`src/rtl/pi_level_arbiter.sv`:
```
// -----------------------------------------------------------------------------
// pi_level_arbiter
// Priority-interrupt level arbiter for the EBOX PI path. Collects requests on
// levels 1..7 (level 1 highest priority), tracks in-progress levels and offers
// the highest-priority eligible level with a registered enable and level code.
// en_o/sel_o drive a 3-to-8 decoder directly; code 0 is never offered.
//
// Optional feature macro: PI_REQ_SYNC_EN
//   defined   : req_i passes through a two-flop synchronizer per level
//   undefined : req_i is used directly (must be synchronous to clk)
//
// Ports
//   clk        in   system clock, all state changes on rising edge
//   rst_n      in   synchronous active-low reset
//   req_i      in   [1:7] request per level, level 1 highest priority
//   ack_i      in   EBOX accepts the currently offered level (pulse)
//   dismiss_i  in   EBOX finished the highest-priority held level (pulse)
//   en_o       out  offer valid, decoder enable
//   sel_o      out  [0:2] offered level number, bit 0 = MSB
//   held_o     out  [1:7] levels currently in progress
//   busy_o     out  OR of held_o
// -----------------------------------------------------------------------------
module pi_level_arbiter (
    input  logic       clk,
    input  logic       rst_n,
    input  logic [1:7] req_i,
    input  logic       ack_i,
    input  logic       dismiss_i,
    output logic       en_o,
    output logic [0:2] sel_o,
    output logic [1:7] held_o,
    output logic       busy_o
);

    typedef enum logic [0:0] {
        ST_IDLE  = 1'b0,
        ST_OFFER = 1'b1
    } state_e;

    state_e     state_q, state_d;
    logic [1:7] pend_q, pend_d;
    logic [1:7] held_q, held_d;
    logic [0:2] sel_q, sel_d;
    logic       en_q, en_d;
    logic       busy_q;

    logic [1:7] req_s;
    logic [1:7] elig_s;
    logic [0:2] winner_s;
    logic       win_found_s;
    logic [1:7] sel_mask_s;
    logic [1:7] dis_mask_s;
    logic [1:7] clr_s;
    logic [1:7] set_s;
    logic       offer_elig_s;

`ifdef PI_REQ_SYNC_EN
    logic [1:7] sync1_q;
    logic [1:7] sync2_q;

    // Two-flop synchronizer for asynchronous request inputs
    always_ff @(posedge clk) begin
        if (!rst_n) begin
            sync1_q <= 7'b0;
            sync2_q <= 7'b0;
        end else begin
            sync1_q <= req_i;
            sync2_q <= sync1_q;
        end
    end

    assign req_s = sync2_q;
`else
    assign req_s = req_i;
`endif

    // Eligibility (pending and not blocked by any held level at or above it) and winner
    always_comb begin
        logic blocked;
        blocked     = 1'b0;
        elig_s      = 7'b0;
        winner_s    = 3'b000;
        win_found_s = 1'b0;
        for (int l = 1; l <= 7; l++) begin
            // A held level blocks itself as well as every lower-priority level.
            blocked   = blocked | held_q[l];
            elig_s[l] = pend_q[l] & ~blocked;
            if (elig_s[l] && !win_found_s) begin
                winner_s    = 3'(l);
                win_found_s = 1'b1;
            end else begin
                win_found_s = win_found_s;
            end
        end
    end

    // One-hot of the offered level and of the held level a dismiss retires
    always_comb begin
        logic seen;
        sel_mask_s = 7'b0;
        dis_mask_s = 7'b0;
        seen       = 1'b0;
        for (int l = 1; l <= 7; l++) begin
            sel_mask_s[l] = (sel_q == 3'(l));
            if (dismiss_i && held_q[l] && !seen) begin
                dis_mask_s[l] = 1'b1;
                seen          = 1'b1;
            end else begin
                dis_mask_s[l] = 1'b0;
            end
        end
        offer_elig_s = |(elig_s & sel_mask_s);
    end

    // Next-state logic for the offer FSM, pending and held registers
    always_comb begin
        state_d = state_q;
        sel_d   = sel_q;
        en_d    = en_q;
        clr_s   = 7'b0;
        set_s   = 7'b0;
        case (state_q)
            ST_IDLE: begin
                if (win_found_s) begin
                    sel_d   = winner_s;
                    en_d    = 1'b1;
                    state_d = ST_OFFER;
                end else begin
                    en_d    = 1'b0;
                end
            end
            ST_OFFER: begin
                if (ack_i) begin
                    set_s   = sel_mask_s;
                    clr_s   = sel_mask_s;
                    en_d    = 1'b0;
                    state_d = ST_IDLE;
                end else if (win_found_s && (winner_s < sel_q)) begin
                    // Preemption: a higher-priority level replaces the offer.
                    sel_d   = winner_s;
                end else if (!offer_elig_s) begin
                    // Defensive withdrawal; sel keeps its last value.
                    en_d    = 1'b0;
                    state_d = ST_IDLE;
                end else begin
                    en_d    = 1'b1;
                end
            end
            default: begin
                en_d    = 1'b0;
                state_d = ST_IDLE;
            end
        endcase
        // A request arriving with its own clear keeps the level pending.
        pend_d = (pend_q & ~clr_s) | req_s;
        // Dismiss acts on the pre-edge held value; ack sets after it.
        held_d = (held_q & ~dis_mask_s) | set_s;
    end

    // State and output registers with synchronous reset
    always_ff @(posedge clk) begin
        if (!rst_n) begin
            state_q <= ST_IDLE;
            pend_q  <= 7'b0;
            held_q  <= 7'b0;
            sel_q   <= 3'b000;
            en_q    <= 1'b0;
            busy_q  <= 1'b0;
        end else begin
            state_q <= state_d;
            pend_q  <= pend_d;
            held_q  <= held_d;
            sel_q   <= sel_d;
            en_q    <= en_d;
            busy_q  <= |held_d;
        end
    end

    assign en_o   = en_q;
    assign sel_o  = sel_q;
    assign held_o = held_q;
    assign busy_o = busy_q;

endmodule

```
`config.mk`:
```
export PLATFORM = sky130hd
export DESIGN_NAME = pi_level_arbiter
export DESIGN_NICKNAME = d
export VERILOG_FILES = /design/src/rtl/pi_level_arbiter.sv
export SDC_FILE = /design/constraint.sdc
export NUM_CORES = 1
export LEC_CHECK = 0
export BUFFER_PORTS_ARGS = -buffer_cell sky130_fd_sc_hd__buf_2
export CORE_MARGIN = 2
export CORE_UTILIZATION = 45
export DETAILED_ROUTE_END_ITERATION = 12
export GPL_TIMING_DRIVEN = 0
export MAX_ROUTING_LAYER = met4
export PLACE_DENSITY_LB_ADDON = 0.15
export SYNTH_ARGS = -nofsm -noshare
export SYNTH_HDL_FRONTEND = slang
export SYNTH_SLANG_ARGS = --single-unit
```
`constraint.sdc`:
```
create_clock -name clk -period 3.82 [get_ports clk]
set_input_delay 0.955 -clock clk [delete_from_list [all_inputs] [get_ports clk]]
set_output_delay 0.955 -clock clk [all_outputs]
set_load 0.02 [all_outputs]
```
After elaboration in Yosys (flattened, before gate mapping)
Cells that the tools add are included.
{"block": "word_totals", "wordCells": 121, "ff_bits": 20}
{"block": "classes", "reduce_logical": 35, "bitwise": 28, "eq_ne": 11, "n_mux": 40, "magnitude_cmp": 1}
{"operator": "$mux W1", "count": 26}
{"operator": "$and A7 B7 Y7", "count": 3}
{"operator": "$mux W3", "count": 7}
{"operator": "$logic_and A1 B1 Y1", "count": 20}
{"operator": "$mux W7", "count": 2}
{"operator": "$not A7 Y7", "count": 2}
{"operator": "$or A7 B7 Y7", "count": 2}
{"operator": "$reduce_or A7 Y1", "count": 2}
{"operator": "$eq A3 B3 Y1 const B", "count": 4}
{"operator": "$logic_not A1 Y1", "count": 12}
{"operator": "$not A1 Y1", "count": 8}
{"operator": "$and A1 B1 Y1", "count": 7}
{"operator": "$eq A3 B2 Y1 const B", "count": 2}
{"operator": "$or A1 B1 Y1", "count": 6}
{"operator": "$pmux W3 S2", "count": 1}
{"operator": "$mux W2", "count": 2}
{"operator": "$ne A2 B2 Y1 const B", "count": 2}
{"operator": "$pmux W1 S2", "count": 2}
{"operator": "$eq A3 B1 Y1 const B", "count": 1}
{"operator": "$lt A3 B3 Y1", "count": 1}
{"operator": "$ne A3 B3 Y1 const B", "count": 1}
{"operator": "$reduce_and A3 Y1", "count": 1}
{"operator": "$ne A2 B1 Y1 const B", "count": 1}

Logic depth before layout (Yosys ltp)
{"block": "depth", "depth_word": 26, "mapped_depth": 12, "ltp_nobuf": 11}

Least setup slack after synthesis
OpenSTA, ideal clock, no wires.
{"block": "synth_path", "path_type": "register to register", "from": "register held_q, in the netlist held_o[1]", "to": "register sel_q, in the netlist sel_o[2]", "period_less_slack_ps": 2772, "t_arrival_ps": 2681, "t_required_ps": 3729, "slack_ps": 1048, "path_buffers": 1, "stages_incl_launch_ff": 12, "setup_ps": 91, "path_cell_list": "dfxtp_1 > buf_2 > nor4_4 > o211ai_2 > a21boi_0 > ha_1 > a211oi_1 > nand2_1 > a311oi_2 > a21oi_2 > nor3b_1 > a311oi_1"}
{"block": "synth_via", "elab_chain_cells": 25, "word_cells_on_any_way": 55}
{"item": "from (decl)", "line_no": "42", "text": "logic [1:7] held_q, held_d;"}
{"item": "from (signal assigned)", "line_no": "172", "text": "held_q <= held_d;"}
{"item": "$not A1 Y1", "line_no": "87", "text": "elig_s[l] = pend_q[l] & ~blocked;"}
{"item": "$and A1 B1 Y1", "line_no": "87"}
{"item": "$mux W1", "line_no": "88", "text": "if (elig_s[l] && !win_found_s) begin"}
{"item": "$logic_not A1 Y1", "line_no": "88"}
{"item": "$logic_and A1 B1 Y1", "line_no": "88"}
{"item": "$mux W1", "line_no": "88"}
{"item": "$logic_not A1 Y1", "line_no": "88"}
{"item": "$logic_and A1 B1 Y1", "line_no": "88"}
{"item": "[... 9 more ...]"}
{"item": "$mux W1", "line_no": "88"}
{"item": "$logic_not A1 Y1", "line_no": "88"}
{"item": "$logic_and A1 B1 Y1", "line_no": "88"}
{"item": "$mux W3", "line_no": "88"}
{"item": "$lt A3 B3 Y1", "line_no": "138", "text": "end else if (win_found_s && (winner_s < sel_q)) begin"}
{"item": "$logic_and A1 B1 Y1", "line_no": "138"}
{"item": "$ne A2 B1 Y1 (no source line)"}
{"item": "$reduce_and A3 Y1 (no source line)"}
{"item": "to (signal assigned)", "line_no": "173", "text": "sel_q <= sel_d;"}
{"item": "to (decl)", "line_no": "43", "text": "logic [0:2] sel_q, sel_d;"}
Parallel ways exist; a longest one is shown, timed or not. The select of a mux whose other input is x is not followed.
A chain may end at the register's enable or synchronous reset.

Worst setup path in the final report
Ends and elaborated chain as after synthesis.

==> run_results.csv <==
group,metric,value,unit
outcome,status,"completed",
placed_design,numPortBuffers,22,
sta,hold_viol_final,0,
routing,vias,1116,
power_and_ir_drop,p_per_area,412,nW/µm²
logic_synthesis,synth_fp_nets,153,
finish,final_cells,194,
sta,finClkSkew,1.15,ps
setup_path,endpoint_kind,"register",
sta,max_freq,323,MHz
global_route,grt_max_degree,12,
logic_synthesis,synth.distinct_cells,41,
logic_synthesis,synth_commonest_cells,"21 x nand2_1, 20 x dfxtp_1, 16 x nor2_1, 14 x a21oi_1",
cts,htreeDepth,1,
global_route,groute.usage.overall,0.218,
cts,cts_resized,0,
hold_path,worstHoldPathType,"reg2reg",
logic_synthesis,synth_top_cell_area_share,0.364,
sta,finalSetupTns,0,ps
placed_design,dp_worst_setup_slack,742,ps
floorplanning,rows,17,
logic_synthesis,synth_area_leader_cell,"dfxtp_1",
global_route,grt_pass1_vias,976,
sta,finalSetupViolCount,0,
logic_synthesis,ys_seq_elements,20,
power_and_ir_drop,seq_power_share,0.462,
logic_synthesis,netlist_area,1100,µm²
power_and_ir_drop,p_switching,0.184,mW
sta,holdWs,489,ps
cts,cts_root_buf,"clkbuf_4",
setup_path,cp.required,4040,ps
routing,via_per_inst,5.75,
power_and_ir_drop,p_comb_frac,0.301,
setup_path,slowest_stage,"nor4_4",
routing,post_drt_wl_per_cell,13.5,µm
finish,antenna_cells,0,
logic_synthesis,synth_edf_count,0,
placed_design,dpl.hpwl,2.08,mm
cts,clk_latency,300,ps
logic_synthesis,synthFlopType,"dfxtp_1",
finish,post-route-util,0.569,
routing,drcViolationCount,0,
global_route,grt_pass1_wl,4.40,mm
cts,cts_setup_buffers,0,
power_and_ir_drop,vdd_drop_max,0.220,mV
floorplanning,io_pins,23,
power_and_ir_drop,total_power,0.528,mW
finish,nets,180,
finish,fin_area,1280,µm²
cts,cts_made_buffers,3,
cts,cts_tree,"built",
logic_synthesis,synthTopCellsByArea,"dfxtp_1 36%, nand2_1 7.2%, a21oi_1 6.4%, nor2_1 5.5%, nor2b_1 4.0%",
setup_path,critical_path.cell_chain,"buf_2 -> nor4_4 -> o211ai_2 -> a21boi_0 -> ha_1 -> a211oi_1 -> nand2_1 -> a311oi_2 -> a21oi_2 -> nor3b_1 -> a311oi_1",
logic_synthesis,async_reset_ff_frac,0,
sta,worst_slew_pin_slew,540,ps
floorplanning,design.core.area,2250,µm²
sta,fin_crit_sh,0.811,
routing,drtAntennaViolNets,0,
placed_design,postPlaceCellArea,1250,µm²
floorplanning,die_h,53.5,µm
setup_path,critPathMaxStageDelay,490,ps
cts,path_clk_slew,110,ps
logic_synthesis,seq_area_frac_synth,0.364,
setup_path,crit_type,"reg2reg",
routing,dr.first_iter.drc_count,69,
power_and_ir_drop,p_int,0.345,mW
cts,clock-sinks,20,
power_and_ir_drop,p_leak,0.561,nW
placed_design,numPlacedInstances,190,
floorplanning,start_util,0.488,
finish,drive_gt1_frac,0.199,
power_and_ir_drop,p_clk_frac,0.237,
floorplanning,dieArea,2860,µm²
setup_path,worstSetupStartpointType,"register",
global_route,overflow,0,
floorplanning,die_w,53.5,µm
sta,fin_ws,722,ps
logic_synthesis,yosysMostFrequentCell,"nand2_1",
logic_synthesis,yosysWarnings,0,
setup_path,cp_max_fo,9,
routing,wl,2.63,mm
finish,syn_to_final_growth,16.5,%
sta,min_period,3100,ps
setup_path,worstPathArrival,3320,ps
global_route,antenna_found_initial,0,
sta,rsz0062_at_grt,"no",
power_and_ir_drop,swShare,0.348,
sta,slew_headroom,0.637,
logic_synthesis,synth.avg_cell_area,7.86,µm²
cts,clockBufferDepth,2,
routing,firstDrtPassIters,4,
flow_run,drv_cap,0,
sta,slew_viol_final,0,
placed_design,globalplace.congestion,0.899,
logic_synthesis,syn-instance-count,140,
cts,cts_hold_buf,0,
[critical path: cells and delay by family, from the launching register on]
kind	cells	cell delay (ps)
buf+inv	1	170
flops	1	320
simple gates	3	750
compound gates	6	1460
fa+ha+maj	1	310
[layout by cell type (no fill, tap or decap), drive strengths merged, types with 2 or more instances in the layout]
cell and n:
mux2i 2, nor3 2, nand3 4, o22ai 2, nand2b 3, o21ai 6, a21oi 15, clkbuf 6
nor4 2, nor2b 7, o211ai 3, nand2 21, dfxtp 20, inv 7, buf 24, ha 2
and3b 2, a31oi 3, nor2 16, a311oi 3
[per-layer routing]
layer / track usage / share of wire / vias up
met5: - / 0 / -
met4: 0.0769 / 0.015 / 0
met3: 0.0254 / 0.042 / 7
met2: 0.342 / 0.47 / 39
met1: 0.290 / 0.48 / 511
li1: - / - / 559
[state kept, by name (all words and copies together) (netlist names)]
| name | flops |
|---|---|
| held_o | 7 |
| pend_q | 7 |
| sel_o | 3 |
| busy_o | 1 |
| en_o | 1 |
| state_q | 1 |
[final timing paths]
path / startpoint / end / slack [ps] / depth (start not counted)
hold / removal: en_o / en_o / 490 / 1
setup reg to reg: held_o[1] / sel_o[2] / 720 / 11
hold reg to reg: en_o / en_o / 490 / 1
setup / recovery: held_o[1] / sel_o[2] / 720 / 11
[logic make-up (layout without fill, tap and decap cells)]
group,count (synthesis),count (layout),share of synthesized area
AND/OR/NAND/NOR,64,64,0.302
flip-flops,20,20,0.364
adder cells (fa/ha/maj),2,2,0.0227
AO/OA/AOI/OAI,41,41,0.253
buffers and inverters,11,37,0.0398
multiplexers,2,2,0.0182
[cell type report]
type / count / area (µm²)
flip-flops and latches: 20 / 400
inverters: 7 / 26.3
multi-input cells: 109 / 657
clock buffers: 4 / 36.3
fillers: 238 / 972
repair buffers: 22 / 110
plain buffers: 4 / 17.5
well taps: 28 / 35.0
[power by group through the flow]
stage,Sequential (mW),Combinational (mW),Clock (mW)
after floorplan,0.258,0.104,0
final,0.244,0.159,0.125
after CTS,0.244,0.159,0.129
after global routing,0.248,0.179,0.137
after detailed placement,0.249,0.157,0
after global placement,0.248,0.157,0
No activity file was read; power rests on OpenSTA's default activity.
